===== config.mk =====
export PLATFORM = sky130hd
export DESIGN_NAME = seg_scan_ctrl
export DESIGN_NICKNAME = d
export VERILOG_FILES = /design/src/rtl/seg_pkg.sv /design/src/rtl/seg_scan_tick.sv /design/src/rtl/seg_scan_ctrl.sv
export SDC_FILE = /design/constraint.sdc
export NUM_CORES = 1
export LEC_CHECK = 0
export ABC_AREA = 1
export BUFFER_PORTS_ARGS = -buffer_cell sky130_fd_sc_hd__buf_2
export CAP_MARGIN = 20
export CORE_UTILIZATION = 50
export DETAILED_ROUTE_END_ITERATION = 8
export MAX_ROUTING_LAYER = met4
export PLACE_DENSITY = 0.77
export SYNTH_ARGS = -nofsm -noshare
export SYNTH_HDL_FRONTEND = slang
export SYNTH_HIERARCHICAL = 1
export SYNTH_SLANG_ARGS = --single-unit

===== constraint.sdc =====
create_clock -name clk -period 3.9 [get_ports clk]
set_input_delay 0.975 -clock clk [delete_from_list [all_inputs] [get_ports clk]]
set_output_delay 0.975 -clock clk [all_outputs]
set_load 0.02 [all_outputs]

===== src/rtl/seg_pkg.sv =====
// seg_pkg: shared types and helpers for the segment scan controller.
// Holds the prescaler divide helper, index-width helper, FSM state encoding
// and the all-anodes-off pattern used by seg_scan_ctrl.
package seg_pkg;

    // Scan controller states; BLANK is only reachable with GHOST_BLANK_EN.
    typedef enum logic [1:0] {
        IDLE  = 2'd0,
        SCAN  = 2'd1,
        BLANK = 2'd2
    } seg_state_e;

    // Anode pattern with every digit dark (active-low lines); slice to width.
    localparam logic [31:0] AN_ALL_OFF = 32'hFFFF_FFFF;

    // Clock cycles per digit dwell.
    function automatic int tick_div(input int clk_hz, input int scan_hz);
        return clk_hz / scan_hz;
    endfunction

    // Width of a digit index; a single digit still gets one bit.
    function automatic int idx_w(input int n);
        return (n > 1) ? $clog2(n) : 1;
    endfunction

endpackage


===== src/rtl/seg_scan_tick.sv =====
// seg_scan_tick: dwell prescaler. Counts 0..DIV-1 and flags the last count.
// clear_i forces the count to zero, hold_i freezes it (used while blanking).
module seg_scan_tick #(
    parameter int DIV = 4
) (
    input  logic clk,
    input  logic rst,
    input  logic clear_i,
    input  logic hold_i,
    output logic tick_o
);
    localparam int            CW   = (DIV > 1) ? $clog2(DIV) : 1;
    localparam logic [CW-1:0] LAST = CW'(DIV - 1);

    logic [CW-1:0] cnt_q, cnt_d;

    assign tick_o = (cnt_q == LAST) && !hold_i && !clear_i;

    // Next count: clear beats hold, otherwise wrap at the last count.
    always_comb begin
        cnt_d = cnt_q;
        if (clear_i) begin
            cnt_d = '0;
        end else if (hold_i) begin
            cnt_d = cnt_q;
        end else if (cnt_q == LAST) begin
            cnt_d = '0;
        end else begin
            cnt_d = cnt_q + CW'(1);
        end
    end

    // Count register.
    always_ff @(posedge clk or posedge rst) begin
        if (rst) begin
            cnt_q <= '0;
        end else begin
            cnt_q <= cnt_d;
        end
    end
endmodule


===== src/rtl/seg_scan_ctrl.sv =====
// seg_scan_ctrl: multiplexes NUM_DIGITS BCD digits onto one shared decoder
// and a common-anode display, with leading-zero suppression and tear-free
// digit-set updates. Define GHOST_BLANK_EN to insert an anode-off gap of
// BLANK_CYCLES cycles between digit dwells.
module seg_scan_ctrl
    import seg_pkg::*;
#(
    parameter int  CLK_HZ       = 100000000,
    parameter int  SCAN_HZ      = 1000,
    parameter int  NUM_DIGITS   = 4,
    parameter int  BLANK_CYCLES = 16,
    localparam int IW           = idx_w(NUM_DIGITS)
) (
    input  logic                    clk,
    input  logic                    rst,
    input  logic                    en,
    input  logic                    lz_suppress,
    input  logic                    upd_valid,
    output logic                    upd_ready,
    input  logic [4*NUM_DIGITS-1:0] upd_digits,
    output logic [3:0]              digit_bcd,
    output logic [NUM_DIGITS-1:0]   an_n,
    output logic [IW-1:0]           digit_idx,
    output logic                    frame_done,
    output logic [1:0]              state_dbg
);
    localparam int            TICK_DIV = tick_div(CLK_HZ, SCAN_HZ);
    localparam logic [IW-1:0] LAST_IDX = IW'(NUM_DIGITS - 1);

    if (TICK_DIV < 2 || BLANK_CYCLES < 1) begin : g_param_check
        $error("seg_scan_ctrl: TICK_DIV must be >= 2 and BLANK_CYCLES >= 1");
    end

    seg_state_e                state_q, state_d;
    logic [IW-1:0]             idx_q, idx_d, idx_next;
    logic                      at_last, tick, wrap;
    logic [4*NUM_DIGITS-1:0]   active_q, active_d, shadow_q, shadow_d;
    logic                      pending_q, pending_d, capture, commit;
    logic [NUM_DIGITS-1:0]     suppress, an_n_q, an_n_d;
    logic                      all_zero;
    logic [3:0]                bcd_q, bcd_d;
    logic                      frame_done_q, frame_done_d;

    seg_scan_tick #(.DIV(TICK_DIV)) u_tick (
        .clk     (clk),
        .rst     (rst),
        .clear_i ((state_q == IDLE) || !en),
        .hold_i  (state_q == BLANK),
        .tick_o  (tick)
    );

    assign at_last  = (idx_q == LAST_IDX);
    assign idx_next = at_last ? '0 : idx_q + IW'(1);

`ifdef GHOST_BLANK_EN
    localparam int            BW         = $clog2(BLANK_CYCLES + 1);
    localparam logic [BW-1:0] BLANK_LAST = BW'(BLANK_CYCLES - 1);
    logic [BW-1:0] blank_q, blank_d;

    // Gap counter, restarts from zero on every entry to BLANK.
    always_ff @(posedge clk or posedge rst) begin
        if (rst) begin
            blank_q <= '0;
        end else begin
            blank_q <= blank_d;
        end
    end
`endif

    // Next state / index; wrap marks the last digit's dwell ending.
    always_comb begin
        state_d = state_q;
        idx_d   = idx_q;
        wrap    = 1'b0;
`ifdef GHOST_BLANK_EN
        blank_d = '0;
`endif
        if (!en) begin
            state_d = IDLE;
            idx_d   = '0;
        end else begin
            case (state_q)
                IDLE: begin
                    state_d = SCAN;
                    idx_d   = '0;
                end
                SCAN: begin
                    if (tick) begin
`ifdef GHOST_BLANK_EN
                        state_d = BLANK;
`else
                        wrap  = at_last;
                        idx_d = idx_next;
`endif
                    end
                end
                BLANK: begin
`ifdef GHOST_BLANK_EN
                    if (blank_q == BLANK_LAST) begin
                        state_d = SCAN;
                        wrap    = at_last;
                        idx_d   = idx_next;
                    end else begin
                        blank_d = blank_q + BW'(1);
                    end
`else
                    state_d = IDLE;
`endif
                end
                default: state_d = IDLE;
            endcase
        end
        frame_done_d = wrap;
    end

    // Handshake: a set transfers on a cycle with upd_valid & upd_ready; the
    // producer holds upd_valid and upd_digits stable until that cycle.
    // upd_ready is low while a captured set waits in the shadow register.
    // The shadow commits on a frame wrap (or immediately when idle), so a
    // capture on the wrap cycle itself waits for the following wrap.
    assign upd_ready = ~pending_q;
    assign capture   = upd_valid & ~pending_q;
    assign commit    = pending_q & ((state_q == IDLE) | wrap);

    // Shadow/active/pending next values.
    always_comb begin
        active_d  = active_q;
        shadow_d  = shadow_q;
        pending_d = pending_q;
        if (commit) begin
            active_d  = shadow_q;
            pending_d = 1'b0;
        end
        if (capture) begin
            shadow_d  = upd_digits;
            pending_d = 1'b1;
        end
    end

    // Leading-zero mask: digit i>0 hides when it and all higher digits are 0.
    always_comb begin
        suppress = '0;
        all_zero = lz_suppress;
        for (int i = NUM_DIGITS - 1; i > 0; i--) begin
            all_zero    = all_zero & (active_q[4*i +: 4] == 4'd0);
            suppress[i] = all_zero;
        end
    end

    // Display outputs computed from the current state/index.
    always_comb begin
        an_n_d = AN_ALL_OFF[NUM_DIGITS-1:0];
        if (en && (state_q == SCAN) && !suppress[idx_q]) begin
            an_n_d[idx_q] = 1'b0;
        end
        bcd_d = active_q[{idx_q, 2'b00} +: 4];
    end

    // All state and output registers.
    always_ff @(posedge clk or posedge rst) begin
        if (rst) begin
            state_q      <= IDLE;
            idx_q        <= '0;
            active_q     <= '0;
            shadow_q     <= '0;
            pending_q    <= 1'b0;
            an_n_q       <= AN_ALL_OFF[NUM_DIGITS-1:0];
            bcd_q        <= 4'd0;
            frame_done_q <= 1'b0;
        end else begin
            state_q      <= state_d;
            idx_q        <= idx_d;
            active_q     <= active_d;
            shadow_q     <= shadow_d;
            pending_q    <= pending_d;
            an_n_q       <= an_n_d;
            bcd_q        <= bcd_d;
            frame_done_q <= frame_done_d;
        end
    end

    assign digit_bcd  = bcd_q;
    assign an_n       = an_n_q;
    assign digit_idx  = idx_q;
    assign frame_done = frame_done_q;
    assign state_dbg  = state_q;
endmodule


==> metrics.yaml, run 1 <==
firstDrtPassIters: 5
ys.flop_type: "dfrtp_1"
drive_gt1_share_pct: 20.0
drt_iter0_markers: 182
dp_hpwl_mm: 4.25
final_antenna_net_count: 0
synth_area_leaders: "dfrtp_1 (48%), nand2_1 (11%), nor2_1 (7.2%)"
grt_pass1_vias: 2235
numCtsBuffers: 9
synth.distinct_cells: 29
leakage_nw: 1.71
clk_pin_slew_worst_paths_ns: 0.06
status: "completed"
die_area_um2: 6370
area_growth_pct: 13.8
synth_seq_cells: 62
end_kind: "flop"
hp-class: "flop to flop"
power_density_nw_per_um2: 465
drv_cap: 0
crit-reg2reg-launch: "u_tick/cnt_q[0]"
ios: 35
setup_violations: 0
post_cts_buffers: 0
start_util_pct: 53.3
r2r_slack_ns: 1.51
grt_use_met3_pct: 5.37
post-synth-top-area-fraction_pct: 48.0
nNetsFinal: 432
place.port_buffers: 33
top_usage_layer: "met2"
drcViolationCount: 0
cts_tree: "done"
yosysMostFrequentCell: "nand2_1"
timing.final.crit_period_ns: 2.39
worstMarginPinSlew_ns: 0.663
synthArstFlopShare_pct: 100
slew_headroom_pct: 55.7
cts_root_buf: "clkbuf_8"
synth_mux_area_share_pct: 2.23
worstHoldStart: "shadow_q[3]"
htreeDepth: 3
avgSynthCellArea_um2: 8.31
grt_max_degree: 46
fin_worst_skew_ns: 0.00624
clock-sinks: 62
drv_slew: 0
crit_start: "u_tick/cnt_q[0]"
clockBufferDepth: 2
synth-edff-count: 0
synth_compound_area_share_pct: 9.80
vias: 2414
cp_max_fo: 27
antenna_found_initial: 0
yosys-top-cells-count: "nand2_1 (86), dfrtp_1 (58), nor2_1 (58), inv_1 (40)"
core_region_area_um2: 5680
setup-tns-final_ns: 0
yosysSeqAreaShare_pct: 51.4
die_h_um: 79.8
synthAdderAreaFrac_pct: 2.07
synth.yosys.warnings: 6
critPathKind: "flop to flop"
routed_wl_mm: 5.95
die_w_um: 79.8
post-route-util_pct: 60.7
viasPerCell: 5.00
required_ns: 4.17
synthSimpleGateAreaFrac_pct: 26.2
synth.cell_area_um2: 3030
ir_drop_v: 0.000246
timing_hold_violations_final: 0
grt_remaining_overflow: 0
grt_setup_unrepaired: "false"
use_met2_pct: 31.6
synth_xor_area_share_pct: 0.868
synth_top_area_cell: "dfrtp_1"
critPathLaunchType: "flop"
syn_inst: 364
row_count: 27
worstSkewPairLatency_ns: 0.33
use_met1_pct: 29.0
synth_top_family_by_area: "simple AND/OR/NAND/NOR gates"
ctsHoldBuffers: 0
cts_resized: 0
diodes: 0
max_freq_mhz: 418
arrival_ns: 2.66
grt_usage_pct: 21.9
gp_congestion: 0.880
final.period_utilization_pct: 61.3
post_drt_wl_per_cell_um: 12.3
grt_pass1_wl_mm: 10.2
critical path: stages (launching register included):
cell	delay (ns)
dfrtp_1	0.39
ha_1	0.18
nand2_1	0.08
inv_2	0.06
nand2_1	0.06
nor2_1	0.10
nand2_1	0.12
nor3_1	0.38
nand2_1	0.16
o21ai_2	0.21
nand2_4	0.22
inv_1	0.21
nand2_1	0.08
nand2_1	0.06
layer usage:
layer / wire length, um / up-vias
met5: 0 / -
met4: 97 / 0
met3: 299 / 9
met2: 2750 / 76
met1: 2800 / 1093
li1: - / 1236
final cells by class:
| cell class | count | area [um2] |
|---|---|---|
| clock buffer | 12 | 145 |
| timing repair buffer | 34 | 173 |
| tap | 72 | 90.1 |
| fill | 506 | 2230 |
| inverter | 44 | 165 |
| sequential | 62 | 1560 |
| multi-input combinational | 255 | 1270 |
| clock inverter | 4 | 47.5 |
report_power, final:
group / leakage (nW) / internal [mW] / total, mW / switching, mW
Sequential: 0.769 / 0.748 / 0.806 / 0.0583
Clock: 0.0964 / 0.311 / 0.548 / 0.237
Combinational: 0.843 / 0.0935 / 0.246 / 0.153
through the flow:
step	instances	instance area, um2	power, mW	setup slack (ns)	hold slack, ns
detailed placement	467	3250	1.07	1.28	0.458
finish	483	3440	1.60	1.51	0.471
global placement	467	3250	1.05	1.39	0.455
global route	483	3440	1.69	1.13	0.509
CTS	483	3440	1.62	1.52	0.474
floorplan	369	3050	0.994	1.68	0.436
registers in the layout (all words and copies together) (netlist names):
register and flops:
active_q 16, an_n 4, digit_bcd 4, digit_idx 2, frame_done 1, pending_q 1
shadow_q 16, state_dbg 1, u_tick/cnt_q 17
cells by family after synthesis:
| kind of cell | after synthesis |
|---|---|
| simple gates | 186 |
| compound gates | 49 |
| xor+xnor | 3 |
| other cells | 1 |
| mux | 6 |
| fa+ha+maj | 5 |
| flops | 62 |
| buf+inv | 52 |
placed cells by master (no fill, tap or decap), drive strengths merged:
cell,synthesis,routed
inv,43,42
clkinv,1,4
nor3,2,2
ha,5,5
xnor2,2,2
a21oi,19,19
buf,7,34
mux2,6,6
dfstp,4,4
o21ai,26,26
nand3,19,19
nor2,62,62
bufinv,0,1
conb,1,6
o22ai,2,2
nand4,11,11
o211a,1,1
xor2,1,1
clkinvlp,0,1
dfrtp,58,58
nand2,92,92
clkbuf,1,12
o21bai,1,1
worst paths after layout:
path                                    end  cells after the start
max in group asynchronous           an_n[3]                      3
setup / recovery                active_q[5]                     13
hold / removal                  active_q[3]                      2
min in group asynchronous  u_tick/cnt_q[12]                      2
setup reg to reg                active_q[5]                     13
hold reg to reg                 active_q[3]                      2
Power figures use the tool's default switching activity.
==> inputs of run 2 (changes only) <==
--- a/config.mk
+++ b/config.mk
@@ -11,7 +11,7 @@
 export CORE_UTILIZATION = 50
 export DETAILED_ROUTE_END_ITERATION = 8
 export MAX_ROUTING_LAYER = met4
-export PLACE_DENSITY = 0.77
+export PLACE_DENSITY = 0.8
 export SYNTH_ARGS = -nofsm -noshare
 export SYNTH_HDL_FRONTEND = slang
 export SYNTH_HIERARCHICAL = 1
==> constraint.sdc (replaced) <==
create_clock -name clk -period 2.15 [get_ports clk]
set_input_delay 0.5375 -clock clk [delete_from_list [all_inputs] [get_ports clk]]
set_output_delay 0.5375 -clock clk [all_outputs]
set_load 0.02 [all_outputs]
==> metrics.yaml, run 2 (synthesized netlist as in run 1, its figures left out) <==
status: "completed"
routed_wl_mm: 6.50
diodes: 0
leakage_nw: 1.80
fin_area_um2: 3630
viasPerCell: 5.19
clk_pin_slew_worst_paths_ns: 0.08
ir_drop_v: 0.000698
drive_gt1_share_pct: 24.5
die_w_um: 79.8
ctsHoldBuffers: 0
clockBufferDepth: 2
layout_commonest_cell: "nand2_1"
comb_power_share_pct: 15.2
drv_cap: 0
fillers: 485
grt_max_degree: 42
largest_reg_flops: 17
final.period_utilization_pct: 95.5
setup-tns-final_ns: 0
die_h_um: 79.8
clock-sinks: 62
crit_start: "u_tick/cnt_q[0]"
antenna_found_initial: 0
power_density_nw_per_um2: 861
critPathLaunchType: "flop"
max_freq_mhz: 487
critPathKind: "flop to flop"
dp_hpwl_mm: 4.46
crit-reg2reg-launch: "u_tick/cnt_q[0]"
placed_area_um2: 3310
p_clk_share_pct: 37.9
final_cell_mix: "nand2_1 (82), nor2_1 (58), dfrtp_1 (58), inv_1 (38), buf_2 (33)"
p_int_mw: 2.23
cts_tree: "done"
largest_registers: "u_tick/cnt_q: 17 flops, active_q: 16 flops, shadow_q: 16 flops"
gp_congestion: 0.887
cp_max_fo: 6
grt_usage_pct: 22.5
area_growth_pct: 19.9
post_drt_wl_per_cell_um: 13.1
nNetsFinal: 445
start_util_pct: 53.3
hp-class: "input port to asynchronous set/reset pin"
pwr-share-seq_pct: 47.0
drt_iter0_markers: 201
firstDrtPassIters: 6
fin_worst_skew_ns: 0.0118
final_antenna_net_count: 0
worstSkewPairLatency_ns: 0.35
arrival_ns: 2.34
row_count: 27
timing.final.crit_period_ns: 2.05
regMostFlops: "u_tick/cnt_q"
grt_pass1_wl_mm: 10.4
drv_slew: 0
numCtsBuffers: 9
htreeDepth: 3
grt_pass1_vias: 2315
end_kind: "flop"
grt_remaining_overflow: 0
required_ns: 2.43
core_region_area_um2: 5680
slew_headroom_pct: 53.1
vias: 2574
cts_root_buf: "clkbuf_8"
timing_hold_violations_final: 0
switching_share_pct: 28.7
die_area_um2: 6370
p_sw_mw: 0.897
worstMarginPinSlew_ns: 0.702
place.port_buffers: 33
setup_violations: 0
ios: 35
drcViolationCount: 0
## run 2: power groups by stage
stage	Combinational [mW]	Clock, mW	Sequential [mW]
after global routing	0.537	1.25	1.49
after global placement	0.445	0	1.48
after floorplan	0.318	0	1.49
after detailed placement	0.461	0	1.48
after CTS	0.466	1.19	1.46
final	0.474	1.18	1.47
## run 2: what timing repair did
action                                  in CTS  in global routing
endpoints found under the setup margin       0                 16
resized for setup                            0                 11
setup buffers                                0                  5
## run 2: worst paths after layout
| path | endpoint | slack, ns | cells after the start |
|---|---|---|---|
| hold reg to reg | active_q[3] | 0.47 | 2 |
| max in group asynchronous | u_tick/cnt_q[10] | 1.39 | 2 |
| setup reg to reg | active_q[8] | 0.1 | 12 |
| min in group clk | state_dbg[0] | 0.32 | 1 |
| setup / recovery | active_q[8] | 0.1 | 12 |
| hold / removal | shadow_q[1] | 0.09 | 2 |
## run 2: per-stage QoR
step | util [%] | std cells | setup slack, ns | hold WS, ns | power (mW)
floorplan | - | 369 | 0.186 | 0.436 | 1.80
global placement | 58.3 | 473 | 0.201 | 0.445 | 1.92
detailed placement | 58.3 | 473 | 0.0734 | 0.450 | 1.94
CTS | 62.4 | 489 | 0.0652 | 0.0791 | 3.12
global route | 64.0 | 496 | -0.0365 | 0.0840 | 3.27
finish | 64.0 | 496 | 0.0970 | 0.0869 | 3.13
## run 2: final cells by class
cell class	instances	area (um2)	area share, %
clock buffer	10	138	3.79
clock inverter	6	92.6	2.55
inverter	44	165	4.55
multi-input combinational	257	1320	36.3
sequential	62	1560	42.9
tap	72	90.1	2.48
timing repair buffer	45	272	7.48
## run 2: metal layers
| metal | routed length [um] | track usage (%) | vias to the layer above |
|---|---|---|---|
| met3 | 332 | 5.26 | 14 |
| met1 | 2950 | 28.1 | 1205 |
| met4 | 119 | 12.0 | 0 |
| met2 | 3100 | 34.0 | 88 |
| met5 | 0 | - | - |
| li1 | - | - | 1267 |
## run 2: worst max-delay path, cell delays in order, from the launching register on
cell and delay, ns:
dfrtp_1 0.40, ha_2 0.21, nand2_2 0.06, inv_2 0.06
nand2_2 0.05, nor2_1 0.12, nand2_2 0.09, nor3_4 0.20
nand2_2 0.10, o21ai_4 0.27, nand2_4 0.12, buf_6 0.16
o21ai_2 0.13
==> inputs of run 3 (changes only) <==
--- a/config.mk
+++ b/config.mk
@@ -8,6 +8,7 @@
 export ABC_AREA = 1
 export BUFFER_PORTS_ARGS = -buffer_cell sky130_fd_sc_hd__buf_2
 export CAP_MARGIN = 20
+export CORE_MARGIN = 2
 export CORE_UTILIZATION = 50
 export DETAILED_ROUTE_END_ITERATION = 8
 export MAX_ROUTING_LAYER = met4
==> metrics.yaml, run 3 (synthesized netlist as in run 1, its figures left out) <==
critPathLaunchType: "flop"
reg2reg_depth: 13
drcViolationCount: 0
post-place-ws_ns: 0.204
hp-class: "input port to asynchronous set/reset pin"
leakage_nw: 1.73
post_drt_wl_per_cell_um: 12.5
drv_slew: 0
cts_tree: "done"
worstMarginPinSlew_ns: 0.717
setup_ws_ns: 0.244
p_clk_share_pct: 31.7
grt_pass1_vias: 2234
place.port_buffers: 33
ios: 35
largest_registers: "u_tick/cnt_q: 17 flops, active_q: 16 flops, shadow_q: 16 flops"
clk_pin_slew_worst_paths_ns: 0.07
core_region_area_um2: 5890
routed_wl_mm: 6.16
grt_pass1_wl_mm: 10.2
drt_iter0_markers: 195
timing.final.crit_period_ns: 1.91
antenna_found_initial: 0
required_ns: 2.39
die_w_um: 81.8
regMostFlops: "u_tick/cnt_q"
max_freq_mhz: 525
numCtsBuffers: 9
switching_share_pct: 30.7
cp_max_fo: 26
setup-tns-final_ns: 0
power_density_nw_per_um2: 808
post_cts_buffers: 0
layout_commonest_cell: "nand2_1"
end_kind: "flop"
grt_setup_unrepaired: "false"
fin_worst_skew_ns: 0.0119
grt_usage_pct: 21.0
status: "completed"
nNetsFinal: 437
htreeDepth: 3
cts_root_buf: "clkbuf_8"
worstSkewPairLatency_ns: 0.34
start_util_pct: 51.4
ir_drop_v: 0.000582
setup_violations: 0
final.period_utilization_pct: 88.6
comb_power_share_pct: 16.3
largest_reg_flops: 17
final_antenna_net_count: 0
clockBufferDepth: 2
gp_congestion: 0.898
viasPerCell: 5.04
multi_input_area_um2: 1270
clock-sinks: 62
dp_hpwl_mm: 4.57
timing_hold_violations_final: 0
drv_cap: 0
p_sw_mw: 0.863
p_int_mw: 1.95
row_count: 28
arrival_ns: 2.14
area_growth_pct: 15.1
fillers: 523
grt_remaining_overflow: 0
diodes: 0
pwr-share-seq_pct: 52.0
slew_headroom_pct: 52.2
die_area_um2: 6690
grt_max_degree: 28
vias: 2477
firstDrtPassIters: 4
critPathKind: "flop to flop"
drive_gt1_share_pct: 21.6
die_h_um: 81.8
final_cell_mix: "nand2_1 (86), nor2_1 (58), dfrtp_1 (58), inv_1 (39), buf_2 (33)"
regArea_um2: 1560
[run 3: stage by stage]
step | area [um2] | utilization (%) | hold WS [ns] | instances | power [mW]
3_3_place_gp | 3310 | 56.2 | 0.451 | 475 | 1.92
6_report | 3480 | 59.2 | 0.152 | 491 | 2.81
5_1_grt | 3480 | 59.2 | 0.186 | 491 | 2.96
4_1_cts | 3480 | 59.1 | 0.156 | 491 | 2.83
2_1_floorplan | 3050 | - | 0.436 | 369 | 1.80
3_5_place_dp | 3310 | 56.2 | 0.450 | 475 | 1.94
[run 3: final cells by class]
class | instances | share of cell area (%)
flip-flops and latches | 62 | 44.7
multi-input cells | 255 | 36.5
repair buffers | 39 | 6.39
inverters | 44 | 4.74
clock buffers | 9 | 3.55
well taps | 75 | 2.69
clock inverters | 7 | 1.44
[run 3: timing repair]
item	CTS	global route
hold buffers	0	0
gates resized for setup	0	1
endpoints found under the setup margin	0	2
[run 3: final timing paths]
path	from	endpoint	slack, ns
hold / removal	rst	active_q[3]	0.15
min in group clk	en	state_dbg[0]	0.32
setup reg to reg	u_tick/cnt_q[1]	active_q[7]	0.24
hold reg to reg	shadow_q[4]	active_q[4]	0.46
max in group asynchronous	rst	u_tick/cnt_q[11]	1.38
setup / recovery	u_tick/cnt_q[1]	active_q[7]	0.24
[run 3: power groups by stage]
| stage | Combinational, mW | Clock (mW) | Sequential [mW] |
|---|---|---|---|
| 4_1_cts | 0.463 | 0.908 | 1.46 |
| 5_1_grt | 0.521 | 0.958 | 1.48 |
| 2_1_floorplan | 0.318 | 0 | 1.49 |
| 3_5_place_dp | 0.461 | 0 | 1.48 |
| 6_report | 0.458 | 0.893 | 1.46 |
| 3_3_place_gp | 0.439 | 0 | 1.48 |
[run 3: critical path: stages (launching register included)]
cell     delay [ns]
dfrtp_1        0.40
ha_1           0.18
nand2_1        0.08
inv_2          0.06
nand2_1        0.05
nor2_1         0.09
nand2_1        0.11
nor3_2         0.14
nand2_1        0.11
o21ai_2        0.18
nand2_4        0.07
buf_12         0.16
nand2_1        0.10
o21ai_2        0.06
[run 3: per-layer routing]
metal  track usage (%)  up-vias  routed length [um]
li1                  -     1247                   -
met1              29.2     1150                3000
met2              28.9       72                2720
met3              5.60        8                 329
met4              9.67        0                 105
met5                 -        -                   0
